$ cat config.mk
export PLATFORM = sky130hd
export DESIGN_NAME = amm_trans_block_flat
export DESIGN_NICKNAME = d
export VERILOG_FILES = /design/src/rtl/amm_trans_block_pkg.sv /design/src/rtl/amm_trans_block_if.sv /design/src/rtl/amm_trans_block_byte_mask_gen.sv /design/src/rtl/amm_trans_block.sv /design/src/flat_wrapper.sv
export SDC_FILE = /design/constraint.sdc
export NUM_CORES = 1
export LEC_CHECK = 0
export BUFFER_PORTS_ARGS = -buffer_cell sky130_fd_sc_hd__buf_2
export CAP_MARGIN = 30
export CELL_PAD_IN_SITES_DETAIL_PLACEMENT = 1
export CELL_PAD_IN_SITES_GLOBAL_PLACEMENT = 1
export CORE_MARGIN = 8
export CORE_UTILIZATION = 39
export CTS_BUF_LIST = sky130_fd_sc_hd__clkbuf_4 sky130_fd_sc_hd__clkbuf_8
export DETAILED_ROUTE_END_ITERATION = 8
export MAX_ROUTING_LAYER = met4
export PLACE_DENSITY_LB_ADDON = 0.1
export RECOVER_POWER = 100
export REMOVE_ABC_BUFFERS = 1
export SLEW_MARGIN = 20
export SYNTH_ARGS = -nofsm -noshare
export SYNTH_HDL_FRONTEND = slang
export SYNTH_SLANG_ARGS = --single-unit
$ cat constraint.sdc
create_clock -name clk_i -period 5.2 [get_ports clk_i]
set_input_delay 1.3 -clock clk_i [delete_from_list [all_inputs] [get_ports clk_i]]
set_output_delay 1.3 -clock clk_i [all_outputs]
set_load 0.05 [all_outputs]
$ cat src/rtl/amm_trans_block_pkg.sv
// Shared widths, the operation packet layout and burst-length helper for the
// memory checker's Avalon-MM transaction block.
package amm_trans_block_pkg;

    localparam int AMM_DATA_W  = 64;
    localparam int AMM_ADDR_W  = 28;
    localparam int AMM_BURST_W = 11;
    localparam int BYTE_ADDR_W = $clog2(AMM_DATA_W / 8);

    typedef logic [AMM_BURST_W:0] burst_len_t;

    typedef enum logic {
        OP_WRITE = 1'b0,
        OP_READ  = 1'b1
    } op_type_e;

    typedef struct packed {
        logic [AMM_ADDR_W-1:0]  word_address;
        logic [AMM_BURST_W-1:0] high_burst_bits;
        logic [AMM_BURST_W-1:0] low_burst_bits;
        logic [BYTE_ADDR_W-1:0] start_offset;
        logic [BYTE_ADDR_W-1:0] end_offset;
    } trans_struct_type;

    // The burst length is split across two fields; an empty packet still moves one word.
    function automatic burst_len_t burst_len(input trans_struct_type pkt);
        burst_len_t n;
        n = burst_len_t'(pkt.high_burst_bits) + burst_len_t'(pkt.low_burst_bits);
        return (n == '0) ? burst_len_t'(1) : n;
    endfunction

endpackage

$ cat src/rtl/amm_trans_block_if.sv
// Command, Avalon-MM and read-forwarding signals of the transaction block.
// master is the transaction block's view, slave is its environment.
interface amm_trans_block_if
    import amm_trans_block_pkg::*;
#(
    parameter int DATA_W = AMM_DATA_W
);

    localparam int BE_W = DATA_W / 8;

    logic                   op_valid_i;
    logic                   op_type_i;
    trans_struct_type       op_pkt_i;
    logic                   cmd_accept_ready_o;
    logic                   trans_block_busy_o;

    logic [AMM_ADDR_W-1:0]  amm_address_o;
    logic                   amm_write_o;
    logic                   amm_read_o;
    logic [DATA_W-1:0]      amm_writedata_o;
    logic [BE_W-1:0]        amm_byteenable_o;
    logic [AMM_BURST_W-1:0] amm_burstcount_o;
    logic                   amm_waitrequest_i;
    logic                   amm_readdatavalid_i;
    logic [DATA_W-1:0]      amm_readdata_i;

    logic                   rd_data_valid_o;
    logic [DATA_W-1:0]      rd_data_o;
    logic [AMM_ADDR_W-1:0]  rd_addr_o;
    logic [BE_W-1:0]        rd_byteenable_o;

    modport master (
        input  op_valid_i, op_type_i, op_pkt_i,
        input  amm_waitrequest_i, amm_readdatavalid_i, amm_readdata_i,
        output cmd_accept_ready_o, trans_block_busy_o,
        output amm_address_o, amm_write_o, amm_read_o, amm_writedata_o,
        output amm_byteenable_o, amm_burstcount_o,
        output rd_data_valid_o, rd_data_o, rd_addr_o, rd_byteenable_o
    );

    modport slave (
        output op_valid_i, op_type_i, op_pkt_i,
        output amm_waitrequest_i, amm_readdatavalid_i, amm_readdata_i,
        input  cmd_accept_ready_o, trans_block_busy_o,
        input  amm_address_o, amm_write_o, amm_read_o, amm_writedata_o,
        input  amm_byteenable_o, amm_burstcount_o,
        input  rd_data_valid_o, rd_data_o, rd_addr_o, rd_byteenable_o
    );

endinterface

$ cat src/rtl/amm_trans_block_byte_mask_gen.sv
// Lane-enable mask for one beat of a burst: the first beat starts at
// start_offset, the last beat stops at end_offset, middle beats are full.
module byte_mask_gen
    import amm_trans_block_pkg::*;
#(
    parameter  int DATA_W = AMM_DATA_W,
    localparam int BE_W   = DATA_W / 8,
    localparam int LB_W   = $clog2(BE_W)
) (
    input  burst_len_t      beat_i,
    input  burst_len_t      n_i,
    input  logic [LB_W-1:0] start_offset_i,
    input  logic [LB_W-1:0] end_offset_i,
    output logic [BE_W-1:0] byteenable_o
);

    logic first_beat;
    logic last_beat;

    assign first_beat = (beat_i == '0);
    assign last_beat  = (beat_i == n_i - burst_len_t'(1));

    always_comb begin
        byteenable_o = '0;
        for (int k = 0; k < BE_W; k++) begin
            byteenable_o[k] = (!first_beat || (k >= int'(start_offset_i))) &&
                              (!last_beat  || (k <= int'(end_offset_i)));
        end
    end

endmodule

$ cat src/rtl/amm_trans_block.sv
// Turns accepted operation packets into single Avalon-MM write or read bursts
// and forwards returned read beats, tagged with address and lanes, downstream.
module amm_trans_block
    import amm_trans_block_pkg::*;
#(
    parameter int DATA_W = AMM_DATA_W
) (
    input  logic              clk_i,
    input  logic              rst_i,
    amm_trans_block_if.master bus
);

    localparam int BE_W = DATA_W / 8;
    localparam int LB_W = $clog2(BE_W);

    typedef enum logic [1:0] {
        IDLE_S,
        WRITE_S,
        READ_CMD_S,
        READ_DATA_S
    } state_e;

    state_e                 state_q, state_d;
    logic [AMM_ADDR_W-1:0]  waddr_q, waddr_d;
    logic [LB_W-1:0]        start_q, start_d;
    logic [LB_W-1:0]        end_q, end_d;
    burst_len_t             n_q, n_d;
    burst_len_t             beat_q, beat_d;
    burst_len_t             rd_cnt_q, rd_cnt_d;

    logic                   write_q, write_d;
    logic                   read_q, read_d;
    logic [AMM_ADDR_W-1:0]  addr_q, addr_d;
    logic [AMM_BURST_W-1:0] burst_q, burst_d;
    logic [DATA_W-1:0]      wdata_q, wdata_d;
    logic [BE_W-1:0]        be_q, be_d;

    logic                   rd_valid_q, rd_valid_d;
    logic [DATA_W-1:0]      rd_data_q, rd_data_d;
    logic [AMM_ADDR_W-1:0]  rd_addr_q, rd_addr_d;
    logic [BE_W-1:0]        rd_be_q, rd_be_d;

    logic                   idle;
    burst_len_t             acc_n;
    burst_len_t             wr_beat;
    burst_len_t             wr_n;
    logic [LB_W-1:0]        wr_start;
    logic [LB_W-1:0]        wr_end;
    logic [7:0]             wr_word_lsb;
    logic [DATA_W-1:0]      wr_data;
    logic [BE_W-1:0]        wr_be;
    logic [BE_W-1:0]        rd_be;

    // Only the low address byte matters: each data byte is its own byte address mod 256.
    function automatic logic [DATA_W-1:0] pattern_word(input logic [7:0] word_lsb);
        logic [7:0] first_byte;
        pattern_word = '0;
        first_byte   = word_lsb * 8'(BE_W);
        for (int k = 0; k < BE_W; k++) begin
            pattern_word[8*k +: 8] = first_byte + 8'(k);
        end
    endfunction

    assign idle  = (state_q == IDLE_S);
    assign acc_n = burst_len(bus.op_pkt_i);

    // While idle the write path prepares beat 0 of the incoming packet; during a
    // burst it prepares the beat after the one currently on the bus.
    always_comb begin
        wr_beat     = idle ? '0 : beat_q + burst_len_t'(1);
        wr_n        = idle ? acc_n : n_q;
        wr_start    = idle ? bus.op_pkt_i.start_offset[LB_W-1:0] : start_q;
        wr_end      = idle ? bus.op_pkt_i.end_offset[LB_W-1:0] : end_q;
        wr_word_lsb = (idle ? bus.op_pkt_i.word_address[7:0] : waddr_q[7:0]) + wr_beat[7:0];
        wr_data     = pattern_word(wr_word_lsb);
    end

    byte_mask_gen #(.DATA_W(DATA_W)) u_wr_mask (
        .beat_i         (wr_beat),
        .n_i            (wr_n),
        .start_offset_i (wr_start),
        .end_offset_i   (wr_end),
        .byteenable_o   (wr_be)
    );

    byte_mask_gen #(.DATA_W(DATA_W)) u_rd_mask (
        .beat_i         (rd_cnt_q),
        .n_i            (n_q),
        .start_offset_i (start_q),
        .end_offset_i   (end_q),
        .byteenable_o   (rd_be)
    );

    always_comb begin
        state_d    = state_q;
        waddr_d    = waddr_q;
        start_d    = start_q;
        end_d      = end_q;
        n_d        = n_q;
        beat_d     = beat_q;
        rd_cnt_d   = rd_cnt_q;
        write_d    = write_q;
        read_d     = read_q;
        addr_d     = addr_q;
        burst_d    = burst_q;
        wdata_d    = wdata_q;
        be_d       = be_q;
        rd_valid_d = 1'b0;
        rd_data_d  = rd_data_q;
        rd_addr_d  = rd_addr_q;
        rd_be_d    = rd_be_q;

        case (state_q)
            IDLE_S: begin
                if (bus.op_valid_i) begin
                    waddr_d  = bus.op_pkt_i.word_address;
                    start_d  = bus.op_pkt_i.start_offset[LB_W-1:0];
                    end_d    = bus.op_pkt_i.end_offset[LB_W-1:0];
                    n_d      = acc_n;
                    beat_d   = '0;
                    rd_cnt_d = '0;
                    addr_d   = bus.op_pkt_i.word_address;
                    burst_d  = acc_n[AMM_BURST_W-1:0];
                    if (op_type_e'(bus.op_type_i) == OP_READ) begin
                        read_d  = 1'b1;
                        state_d = READ_CMD_S;
                    end else begin
                        write_d = 1'b1;
                        wdata_d = wr_data;
                        be_d    = wr_be;
                        state_d = WRITE_S;
                    end
                end
            end

            WRITE_S: begin
                if (!bus.amm_waitrequest_i) begin
                    if (beat_q == n_q - burst_len_t'(1)) begin
                        write_d = 1'b0;
                        state_d = IDLE_S;
                    end else begin
                        beat_d  = wr_beat;
                        wdata_d = wr_data;
                        be_d    = wr_be;
                    end
                end
            end

            READ_CMD_S, READ_DATA_S: begin
                if (state_q == READ_CMD_S && !bus.amm_waitrequest_i) begin
                    read_d  = 1'b0;
                    state_d = READ_DATA_S;
                end
                // Beats are counted from the command state too, so a fast slave cannot be missed.
                if (bus.amm_readdatavalid_i) begin
                    rd_valid_d = 1'b1;
                    rd_data_d  = bus.amm_readdata_i;
                    rd_addr_d  = waddr_q + AMM_ADDR_W'(rd_cnt_q);
                    rd_be_d    = rd_be;
                    rd_cnt_d   = rd_cnt_q + burst_len_t'(1);
                    if (rd_cnt_q == n_q - burst_len_t'(1)) begin
                        read_d  = 1'b0;
                        state_d = IDLE_S;
                    end
                end
            end

            default: state_d = IDLE_S;
        endcase
    end

    always_ff @(posedge clk_i or negedge rst_i) begin
        if (!rst_i) begin
            state_q    <= IDLE_S;
            waddr_q    <= '0;
            start_q    <= '0;
            end_q      <= '0;
            n_q        <= '0;
            beat_q     <= '0;
            rd_cnt_q   <= '0;
            write_q    <= 1'b0;
            read_q     <= 1'b0;
            addr_q     <= '0;
            burst_q    <= '0;
            wdata_q    <= '0;
            be_q       <= '0;
            rd_valid_q <= 1'b0;
            rd_data_q  <= '0;
            rd_addr_q  <= '0;
            rd_be_q    <= '0;
        end else begin
            state_q    <= state_d;
            waddr_q    <= waddr_d;
            start_q    <= start_d;
            end_q      <= end_d;
            n_q        <= n_d;
            beat_q     <= beat_d;
            rd_cnt_q   <= rd_cnt_d;
            write_q    <= write_d;
            read_q     <= read_d;
            addr_q     <= addr_d;
            burst_q    <= burst_d;
            wdata_q    <= wdata_d;
            be_q       <= be_d;
            rd_valid_q <= rd_valid_d;
            rd_data_q  <= rd_data_d;
            rd_addr_q  <= rd_addr_d;
            rd_be_q    <= rd_be_d;
        end
    end

    assign bus.cmd_accept_ready_o = idle;
    assign bus.trans_block_busy_o = !idle;
    assign bus.amm_address_o      = addr_q;
    assign bus.amm_write_o        = write_q;
    assign bus.amm_read_o         = read_q;
    assign bus.amm_writedata_o    = wdata_q;
    assign bus.amm_byteenable_o   = be_q;
    assign bus.amm_burstcount_o   = burst_q;
    assign bus.rd_data_valid_o    = rd_valid_q;
    assign bus.rd_data_o          = rd_data_q;
    assign bus.rd_addr_o          = rd_addr_q;
    assign bus.rd_byteenable_o    = rd_be_q;

endmodule

$ cat src/flat_wrapper.sv
// flat-port wrapper written by rule: the top's interface ports become plain ports
module amm_trans_block_flat import amm_trans_block_pkg::*;
#(
    parameter int DATA_W = AMM_DATA_W
)
  (clk_i, rst_i, bus_op_valid_i, bus_op_type_i, bus_op_pkt_i, bus_amm_waitrequest_i, bus_amm_readdatavalid_i, bus_amm_readdata_i, bus_cmd_accept_ready_o, bus_trans_block_busy_o, bus_amm_address_o, bus_amm_write_o, bus_amm_read_o, bus_amm_writedata_o, bus_amm_byteenable_o, bus_amm_burstcount_o, bus_rd_data_valid_o, bus_rd_data_o, bus_rd_addr_o, bus_rd_byteenable_o);
  amm_trans_block_if #(.DATA_W(DATA_W)) bus_i ();
  input  logic clk_i;
  input  logic rst_i;
  input wire logic [$bits(bus_i.op_valid_i)-1:0] bus_op_valid_i;
  input wire logic [$bits(bus_i.op_type_i)-1:0] bus_op_type_i;
  input wire logic [$bits(bus_i.op_pkt_i)-1:0] bus_op_pkt_i;
  input wire logic [$bits(bus_i.amm_waitrequest_i)-1:0] bus_amm_waitrequest_i;
  input wire logic [$bits(bus_i.amm_readdatavalid_i)-1:0] bus_amm_readdatavalid_i;
  input wire logic [$bits(bus_i.amm_readdata_i)-1:0] bus_amm_readdata_i;
  output wire logic [$bits(bus_i.cmd_accept_ready_o)-1:0] bus_cmd_accept_ready_o;
  output wire logic [$bits(bus_i.trans_block_busy_o)-1:0] bus_trans_block_busy_o;
  output wire logic [$bits(bus_i.amm_address_o)-1:0] bus_amm_address_o;
  output wire logic [$bits(bus_i.amm_write_o)-1:0] bus_amm_write_o;
  output wire logic [$bits(bus_i.amm_read_o)-1:0] bus_amm_read_o;
  output wire logic [$bits(bus_i.amm_writedata_o)-1:0] bus_amm_writedata_o;
  output wire logic [$bits(bus_i.amm_byteenable_o)-1:0] bus_amm_byteenable_o;
  output wire logic [$bits(bus_i.amm_burstcount_o)-1:0] bus_amm_burstcount_o;
  output wire logic [$bits(bus_i.rd_data_valid_o)-1:0] bus_rd_data_valid_o;
  output wire logic [$bits(bus_i.rd_data_o)-1:0] bus_rd_data_o;
  output wire logic [$bits(bus_i.rd_addr_o)-1:0] bus_rd_addr_o;
  output wire logic [$bits(bus_i.rd_byteenable_o)-1:0] bus_rd_byteenable_o;
  assign bus_i.op_valid_i = bus_op_valid_i;
  assign bus_i.op_type_i = bus_op_type_i;
  assign bus_i.op_pkt_i = bus_op_pkt_i;
  assign bus_i.amm_waitrequest_i = bus_amm_waitrequest_i;
  assign bus_i.amm_readdatavalid_i = bus_amm_readdatavalid_i;
  assign bus_i.amm_readdata_i = bus_amm_readdata_i;
  assign bus_cmd_accept_ready_o = bus_i.cmd_accept_ready_o;
  assign bus_trans_block_busy_o = bus_i.trans_block_busy_o;
  assign bus_amm_address_o = bus_i.amm_address_o;
  assign bus_amm_write_o = bus_i.amm_write_o;
  assign bus_amm_read_o = bus_i.amm_read_o;
  assign bus_amm_writedata_o = bus_i.amm_writedata_o;
  assign bus_amm_byteenable_o = bus_i.amm_byteenable_o;
  assign bus_amm_burstcount_o = bus_i.amm_burstcount_o;
  assign bus_rd_data_valid_o = bus_i.rd_data_valid_o;
  assign bus_rd_data_o = bus_i.rd_data_o;
  assign bus_rd_addr_o = bus_i.rd_addr_o;
  assign bus_rd_byteenable_o = bus_i.rd_byteenable_o;
  amm_trans_block #(.DATA_W(DATA_W)) u_core (.clk_i(clk_i), .rst_i(rst_i), .bus(bus_i));
endmodule
== Word level (Yosys, flattened, before mapping) ==
Cells that the tools add are included.
Operators by class
  $add $sub $neg: 14
  multiply operators: 0
  divide/modulo/power cells: 0
  $lt $le $gt $ge: 28
  equality and inequality tests: 13
  shift-type cells: 0
  muxes and demuxes: 43
  bitwise operators: 0
  reductions and logical operators: 62
Operators with widths (count)
  $mux W64: 4
  $pmux W64 S2: 1
  $mux W12: 7
  $pmux W12 S2: 2
  $eq A12 B12 Y1: 3
  $logic_not A12 Y1: 3
  $add A8 B3 Y8 const B: 4
  $mux W8: 4
  $add A28 B12 Y28: 1
  $logic_or A1 B1 Y1: 28
  $add A12 B1 Y12 const B: 2
  $le A3 B3 Y1 const A: 8
  $sub A12 B1 Y12 const B: 2
  $ge A3 B3 Y1 const A: 6
  $add A8 B2 Y8 const B: 2
  $pmux W8 S2: 1
  $mux W2: 7
  $logic_and A1 B1 Y1: 13
  $add A11 B11 Y12: 1
  $ge A1 B3 Y1 const A: 4
  $ge A2 B3 Y1 const A: 4
  $le A2 B3 Y1 const A: 4
  $ne A2 B2 Y1 const B: 6
  $mux W1: 11
  other kinds (18): 32
Word-level totals
  flip-flop bits (word level): 258
  bits in latches: 0
  RAM bits: 0
  memory bits (read-only): 0
  bits of input ports: 126
  output and inout port bits: 216
  memories kept: 0

== Logic depth before layout (Yosys ltp) ==
Gate-level depths: netlist (run 1).
  depth after elaboration: 12
  depth in mapped cells: 21
  gate-level depth less buffers: 21

== Modules after synthesis ==
Synthesis (run 1) repeated with hierarchy kept, for this count alone.
Unflattened totals
  cell total of the unflattened synthesis: 1449
  area, all modules: 12102.9 um2
Modules (own cells, without submodules)
  amm_trans_block: times used 1, cells an instance 1257, area an instance 10701.5 um2
  byte_mask_gen: times used 2, cells an instance 96, area an instance 700.7 um2

== Least setup slack after synthesis (run 1) ==
OpenSTA, ideal clock, no wires.
  kind: input -> register
  start point: in bus_op_pkt_i[6]
  end point: reg u_core.be_q[3] (netlist: u_core.bus.amm_byteenable_o[3])
  setup time: 0.156 ns
  arrival: 5.178 ns
  required time: 5.044 ns
  setup slack: -0.135 ns
  cell stages on the path: 21
  path buffers: 0
  cells stage by stage: ha_1 > inv_1 > fa_1 > nor2b_1 > o2111a_1 > o31ai_4 > a21oi_1 > o21ai_2 > nor3_1 > nor2_1 > nand2_1 > o21ai_0 > ha_1 > nor4_1 > a21oi_1 > nor3_1 > o2111ai_1 > a221o_1 > a2111o_1 > a2111oi_4 > a41oi_1
On the way
  word-level cells in the longest chain between the ends: 12
  elaborated cells between the ends (all ways): 14
  those cells by class: add/sub (2); eq/ne (1); mux (7); reduce/logical (4)
Ends and longest elaborated chain
  start: declaration: line flat_wrapper.sv:12  | input wire logic [$bits(bus_i.op_pkt_i)-1:0] bus_op_pkt_i;
  $add A11 B11 Y12 *: line amm_trans_block_pkg.sv:28  | n = burst_len_t'(pkt.high_burst_bits) + burst_len_t'(pkt.low_burst_bits);
  $logic_not A12 Y1: line amm_trans_block_pkg.sv:29  | return (n == '0) ? burst_len_t'(1) : n;
  $mux W12 *: line amm_trans_block_pkg.sv:29
  $mux W12 *: line amm_trans_block.sv:71  | wr_n = idle ? acc_n : n_q;
  $sub A12 B1 Y12 *: line amm_trans_block_byte_mask_gen.sv:21  | assign last_beat = (beat_i == n_i - burst_len_t'(1));
  $eq A12 B12 Y1 *: line amm_trans_block_byte_mask_gen.sv:21
  $logic_not A1 Y1 *: line amm_trans_block_byte_mask_gen.sv:27  | (!last_beat || (k <= int'(end_offset_i)));
  $logic_or A1 B1 Y1 *: line amm_trans_block_byte_mask_gen.sv:27
  $logic_and A1 B1 Y1 *: line amm_trans_block_byte_mask_gen.sv:26  | byteenable_o[k] = (!first_beat || (k >= int'(start_offset_i))) &&
  $mux W8, on equally long branches: line amm_trans_block.sv:138, amm_trans_block.sv:124
  $mux W8, on equally long branches: line amm_trans_block.sv:137, amm_trans_block.sv:115
  $pmux W8 S2 *: line amm_trans_block.sv:113  | case (state_q)
  end signal: assignment: line amm_trans_block.sv:186  | be_q <= '0;
  end signal: assignment: line amm_trans_block.sv:204  | be_q <= be_d;
  end: declaration: line amm_trans_block.sv:36  | logic [BE_W-1:0] be_q, be_d;
Every way passes the cells marked *; elsewhere a longest branch is shown, timed or not. The select of a mux whose other input is x is not followed.
A chain may end at the register's enable or synchronous reset.

== Worst setup path in the final report (run 1) ==
  start point: in bus_op_pkt_i[17]
  end point: reg u_core.be_q[3] (netlist: u_core.bus.amm_byteenable_o[3])
Same word-level chain as after synthesis.

==> flow_summary.yaml, run 1 <==
global_routing:
  grt_max_degree: 106
  grt_util_met3: 0.0379
  antenna_found_initial: 0
  grt-busiest-layer: "met2"
  gr-total-overflow: 0
  use_met2: 0.362
  track_usage: 0.215
  use_met1: 0.270
  grt_pass1_wl_um: 57400
  grt_pass1_vias: 10700
hold_path:
  min_path_type: "flop to flop"
timing:
  timing.final.crit_share: 1.01
  rsz0062_at_grt: "true"
  finalWorstSetupSlack_ns: -0.0324
  maxSlewViolCount: 108
  skew_ns: 0.0207
  max-slew-margin-rel: -0.655
  worst_pin_slew_ns: 2.48
  hold_viol_final: 0
  tns_ns: -0.0324
  setup_viol: 1
  fmax_mhz: 191
  period_needed_ns: 5.23
logic_synthesis:
  synth_edf_count: 0
  synth.area.top_cells: "dfrtp_1, nand2_1, buf_4, xor2_1, o21ai_0"
  yosys.area.top_type_share: 0.424
  async_reset_ff_frac: 1.00
  ys_seq_area_frac: 0.424
  synth_cell_type_count: 77
  ys.flop_type: "dfrtp_1"
  synth_top_area_cell: "dfrtp_1"
  syn_area_sq_um: 11100
  synth.most_common_cell: "nand2_1"
  synth_top_cells_by_count: "nand2_1, dfrtp_1, o21ai_0, nor2_1, buf_4"
  avgSynthCellArea_sq_um: 8.39
  synth_warnings: 0
  synth_cells: 1329
  synth_seq_cells: 189
place:
  gp_congestion: 0.868
  dp_hpwl_um: 27500
  placed_cells: 1968
  placedInstanceArea_sq_um: 12900
  numPortBuffers: 329
flow_run:
  cap_viol_max_count: 2
power_and_ir_drop:
  max-vdd-ir-drop_v: 0.000496
  pwr-share-comb: 0.605
  power_density_nw_per_um2: 719
  p_sw_w: 0.00564
  swShare: 0.586
  p_clk_frac: 0.111
  p_leak_nw: 6.58
  p_int_w: 0.00399
  pwr-share-seq: 0.284
floorplanning:
  fp.dieArea_sq_um: 34200
  die_height_um: 185
  io_pins: 342
  core_sq_um: 28400
  initial_utilization: 0.393
  die_width_um: 185
  rows: 62
clocking:
  cts_buffers: 17
  h-tree-depth: 4
  root_buffer: "clkbuf_8"
  cts_buffer_depth: 2
  clkSinkCount: 189
  clk_latency_ns: 0.48
  tritoncts: "yes"
  clk_pin_slew_ns: 0.12
final_layout:
  drive_gt1_frac: 0.213
  final_nets: 1772
  finalNonFillerCells: 2009
  area_growth_pct: 20.2
  fin_area_sq_um: 13400
outcome:
  status: "complete, but fails checks"
  failed_checks: "max-capacitance violations, max-slew violations, negative setup slack"
worst_setup_path:
  worstPathArrival_ns: 5.56
  cp_data_required_time_ns: 5.53
  cp-start-kind: "input pin"
  crit_fanout: 7
  crit_type: "input pin to flop"
  crit_path_end_kind: "flop"
detailed_routing:
  totalWireLength_um: 36500
  dr.pass1.iters: 4
  drtAntennaViolNets: 0
  via_per_inst: 5.01
  num_vias: 10100
  wl_per_cell_um: 18.2
  drc_errors: 0
  initialDrtViolationCount: 490
## cell families (layout without fill, tap and decap cells)
| group | Yosys count | in the layout | share of synthesized area |
|---|---|---|---|
| AO/OA/AOI/OAI | 207 | 207 | 0.124 |
| XOR/XNOR | 100 | 100 | 0.0823 |
| adder cells (fa/ha/maj) | 35 | 35 | 0.0413 |
| buffers and inverters | 164 | 448 | 0.0805 |
| flip-flops | 189 | 189 | 0.424 |
| multiplexers | 10 | 10 | 0.00909 |
| other | 1 | 13 | 0.000336 |
| AND/OR/NAND/NOR | 623 | 623 | 0.239 |
## state kept, by name, summed over array words and instances, names as in the netlist
| signal | flops |
|---|---|
| u_core.bus.amm_write_o | 1 |
| u_core.bus.rd_addr_o | 28 |
| u_core.bus.rd_data_o | 64 |
| u_core.end_q | 3 |
| u_core.waddr_q | 28 |
| u_core.start_q | 3 |
| u_core.n_q | 12 |
| u_core.state_q | 2 |
| u_core.rd_cnt_q | 12 |
| u_core.bus.amm_byteenable_o | 8 |
| u_core.bus.amm_writedata_o | 6 |
| u_core.beat_q | 12 |
| u_core.bus.rd_byteenable_o | 8 |
| u_core.bus.amm_read_o | 1 |
| u_core.bus.rd_data_valid_o | 1 |
## worst max-delay path, stage by stage
cell and delay, ns:
buf_6 0.10, ha_4 0.15, inv_2 0.05, fa_2 0.22
nor2b_2 0.05, o2111a_2 0.30, or4_4 0.53, nand2_2 0.08
nand4_1 0.13, nor3_2 0.18, nor2_1 0.10, nand2_1 0.08
o21ai_1 0.07, ha_1 0.36, nor4_4 0.26, a21oi_1 0.06
nor3_1 0.13, o2111ai_1 0.12, a221o_1 0.27, a2111o_1 0.35
a2111oi_4 0.35, buf_6 0.18, a41oi_2 0.12
## power by group through the flow
stage          clock network, W  logic, W  registers (W)
4_1_cts                 0.00112   0.00596        0.00273
2_1_floorplan                 0   0.00192        0.00508
6_report                0.00107   0.00582        0.00274
5_1_grt                 0.00117   0.00627        0.00285
3_3_place_gp                  0   0.00582        0.00274
3_5_place_dp                  0   0.00592        0.00276
## cell type report
| cell class | instances | area, sq um |
|---|---|---|
| fillers | 3570 | 15000 |
| flip-flops and latches | 189 | 4730 |
| diodes | 1 | 2.50 |
| inverters | 26 | 97.6 |
| multi-input cells | 987 | 5680 |
| well taps | 384 | 480 |
| clock buffers | 18 | 248 |
| repair buffers | 390 | 1970 |
| clock inverters | 14 | 186 |
## placed cells by master, fill, tap and decap left out, types with 12 or more instances in the layout
cell / instances
ha_1: 29
xnor2_1: 46
nand4_1: 13
dfrtp_1: 189
nand3_1: 32
conb_1: 12
buf_2: 207
inv_1: 24
a21oi_1: 33
nor2_1: 70
xor2_1: 50
nand2_1: 424
clkbuf_1: 120
clkbuf_8: 18
and3_1: 14
buf_4: 57
o21ai_0: 83
## per-stage QoR
| stage | util | hold WS (ns) | total power [W] | worst slack [ns] |
|---|---|---|---|---|
| floorplan | - | 0.509 | 0.00700 | -0.822 |
| global placement | 0.456 | 0.449 | 0.00856 | -0.515 |
| detailed placement | 0.456 | 0.451 | 0.00868 | -0.642 |
| CTS | 0.472 | 0.481 | 0.00981 | 0.0552 |
| global route | 0.472 | 0.506 | 0.0103 | -0.212 |
| finish | 0.472 | 0.478 | 0.00963 | -0.0324 |
## path summary, 6_finish.rpt
check / startpoint / to / slack, ns / cells after the start
max: bus_op_pkt_i[17] / u_core.bus.amm_byteenable_o[3] / -0.03 / 23
min: u_core.bus.rd_byteenable_o[1] / u_core.bus.rd_byteenable_o[1] / 0.48 / 2
max reg2reg: u_core.state_q[1] / u_core.bus.amm_byteenable_o[3] / 1.40 / 12
min reg2reg: u_core.bus.rd_byteenable_o[1] / u_core.bus.rd_byteenable_o[1] / 0.48 / 2
max in group asynchronous: rst_i / u_core.bus.rd_data_o[23] / 1.00 / 2
min in group asynchronous: rst_i / u_core.bus.rd_addr_o[18] / 1.57 / 1
## metal layers
layer / vias up / part of all wire
met1: 4907 / 0.45
met3: 22 / 0.049
met2: 234 / 0.49
met5: - / 0
li1: 4903 / -
met4: 0 / 0.010
## what timing repair did
action	in CTS	in global routing
gates resized for setup	5	20
pin swaps	4	18
endpoints found under the setup margin	7	7
hold buffers	0	0
gates cloned	0	0
buffers inserted	1	6
No activity file was read; power rests on OpenSTA's default activity.
==> run 2, diff against run 1 <==
--- a/config.mk
+++ b/config.mk
@@ -14,7 +14,7 @@
 export CTS_BUF_LIST = sky130_fd_sc_hd__clkbuf_4 sky130_fd_sc_hd__clkbuf_8
 export DETAILED_ROUTE_END_ITERATION = 8
 export MAX_ROUTING_LAYER = met4
-export PLACE_DENSITY_LB_ADDON = 0.1
+export PLACE_DENSITY = 0.95
 export RECOVER_POWER = 100
 export REMOVE_ABC_BUFFERS = 1
 export SLEW_MARGIN = 20
==> flow_summary.yaml, run 2 (synthesis gave the netlist of run 1 again) <==
floorplanning:
  fp.dieArea_sq_um: 34200
  die_width_um: 185
  die_height_um: 185
  rows: 62
  io_pins: 342
  core_sq_um: 28400
  initial_utilization: 0.393
worst_setup_path:
  crit_type: "input pin to flop"
  rr_startpoint: "u_core.n_q[0]"
  reg2reg_to: "u_core.bus.amm_byteenable_o[4]"
  cp-start-kind: "input pin"
  worstPathArrival_ns: 5.44
  critPathLaunch: "bus_op_pkt_i[6]"
  cp_data_required_time_ns: 5.52
  worstRegToRegCells: 14
  rrSetupSlack_ns: 1.29
  crit_path_end_kind: "flop"
  crit_end: "u_core.bus.amm_byteenable_o[3]"
  crit_fanout: 7
timing:
  max-slew-margin-rel: -0.802
  rsz0062_at_grt: "true"
  setup_viol: 0
  hold_viol_final: 0
  skew_ns: 0.0197
  period_needed_ns: 5.13
  hold_slack_ns: 0.478
  fmax_mhz: 195
  timing.final.crit_share: 0.986
  maxSlewViolCount: 104
  worst_pin_slew_ns: 2.70
power_and_ir_drop:
  p_int_w: 0.00417
  max-vdd-ir-drop_v: 0.000325
  power_density_nw_per_um2: 739
  pwr-share-comb: 0.621
  swShare: 0.586
  p_clk_frac: 0.101
  pwr-share-seq: 0.278
  p_leak_nw: 7.00
  p_total_w: 0.0101
  p_sw_w: 0.00590
global_routing:
  grt_pass1_wl_um: 63900
  gr-total-overflow: 0
  antenna_found_initial: 2
  grt_pass1_vias: 11500
  grt_max_degree: 104
  track_usage: 0.245
detailed_routing:
  drtAntennaViolNets: 0
  totalWireLength_um: 42600
  wl_per_cell_um: 21.1
  top_layer: "met4"
  drc_errors: 0
  initialDrtViolationCount: 731
  dr.pass1.iters: 5
  routed-wl-met2_um: 21300
  wl_met3_um: 2640
  num_vias: 10800
  drt-met1-wl_um: 16500
  via_per_inst: 5.35
clocking:
  h-tree-depth: 4
  root_buffer: "clkbuf_8"
  clk_latency_ns: 0.49
  clkSinkCount: 189
  clk_pin_slew_ns: 0.10
  cts_buffer_depth: 2
  cts_buffers: 17
  tritoncts: "yes"
hold_path:
  min_path_type: "flop to flop"
final_layout:
  fillCellCount: 3552
  area_growth_pct: 22.4
  mostFrequentLayoutCells: "nand2_1, buf_2, dfrtp_1"
  drive_gt1_frac: 0.295
  final_nets: 1779
  largest_reg_flops: 64
  fin_area_sq_um: 13600
  seq_area_sq_um: 4730
  multi_input_comb_area_sq_um: 5730
  final_common_cell: "nand2_1"
flow_run:
  cap_viol_max_count: 1
place:
  placedInstanceArea_sq_um: 13000
  dp_hpwl_um: 32100
  numPortBuffers: 329
  gp_congestion: 0.916
outcome:
  status: "complete, but fails checks"
  failed_checks: "max-capacitance violations, max-slew violations"
-- run 2: changes by cell type in the layout (fill, tap and decap cells not counted), moves of 3 or more --
| cell | delta |
|---|---|
| buf_2 | +119 |
| clkinv_8 | -4 |
| buf_4 | +6 |
| clkbuf_1 | -120 |
| a21oi_1 | -3 |
| clkinv_2 | +4 |
-- run 2: per-stage QoR --
stage / TNS [ns] / util / instances / setup WS [ns]
floorplan: -42.00 / - / 1202 / -0.822
global placement: -3.17 / 0.457 / 1973 / -0.517
detailed placement: -4.88 / 0.458 / 1974 / -0.770
CTS: 0 / 0.474 / 2008 / 0.00558
global route: -0.118 / 0.480 / 2017 / -0.0912
finish: 0 / 0.480 / 2017 / 0.0747
-- run 2: timing repair --
action | in CTS | in global routing
gates resized for setup | 9 | 24
gates cloned | 0 | 0
pin swaps | 2 | 17
hold buffers | 0 | 0
hold endpoints to repair | 0 | 0
setup endpoints to repair | 7 | 7
buffers inserted | 2 | 6
-- run 2: worst min path at each step --
stage                                             start                       endpoint  slack (ns)  cells after the start
after floorplan                          u_core.n_q[11]                 u_core.n_q[11]        0.51                      2
after global placement    u_core.bus.rd_byteenable_o[1]  u_core.bus.rd_byteenable_o[1]        0.45                      2
after detailed placement       u_core.bus.rd_data_o[54]       u_core.bus.rd_data_o[54]        0.46                      2
after CTS                       u_core.bus.rd_data_o[1]        u_core.bus.rd_data_o[1]        0.48                      2
after global routing           u_core.bus.rd_data_o[55]       u_core.bus.rd_data_o[55]        0.51                      2
final                          u_core.bus.rd_data_o[54]       u_core.bus.rd_data_o[54]        0.48                      2
-- run 2: critical path, stage by stage --
cell	delay [ns]
buf_8	0.10
ha_4	0.15
inv_2	0.05
fa_2	0.22
nor2b_2	0.05
o2111a_2	0.27
or4_4	0.49
nand2_2	0.09
nand4_1	0.14
nor3_2	0.23
nor2_1	0.08
nand2_1	0.09
o21ai_2	0.08
ha_4	0.25
nor4_4	0.16
a21oi_2	0.07
nor3_2	0.10
o2111ai_1	0.11
a221o_1	0.27
a2111o_1	0.41
a2111oi_4	0.41
buf_6	0.19
a41oi_2	0.11
-- run 2: area by class of cell --
cell class,count,area share
sequential,189,0.347
clock inverter,13,0.0102
clock buffer,19,0.0187
multi-input combinational,987,0.420
antenna,2,0.000367
inverter,26,0.00716
tap,384,0.0352
timing repair buffer,397,0.162
-- run 2: routing by layer --
layer | vias up | global-route usage
met5 | - | -
met3 | 107 | 0.0483
met2 | 409 | 0.421
met4 | 0 | 0.124
met1 | 5362 | 0.269
li1 | 4906 | -
-- run 2: power groups by stage --
stage / combinational [W] / clock, W / sequential, W
after floorplan: 0.00192 / 0 / 0.00508
after global placement: 0.00587 / 0 / 0.00273
after detailed placement: 0.00611 / 0 / 0.00280
after CTS: 0.00619 / 0.00104 / 0.00279
after global routing: 0.00661 / 0.00108 / 0.00288
final: 0.00626 / 0.00102 / 0.00280
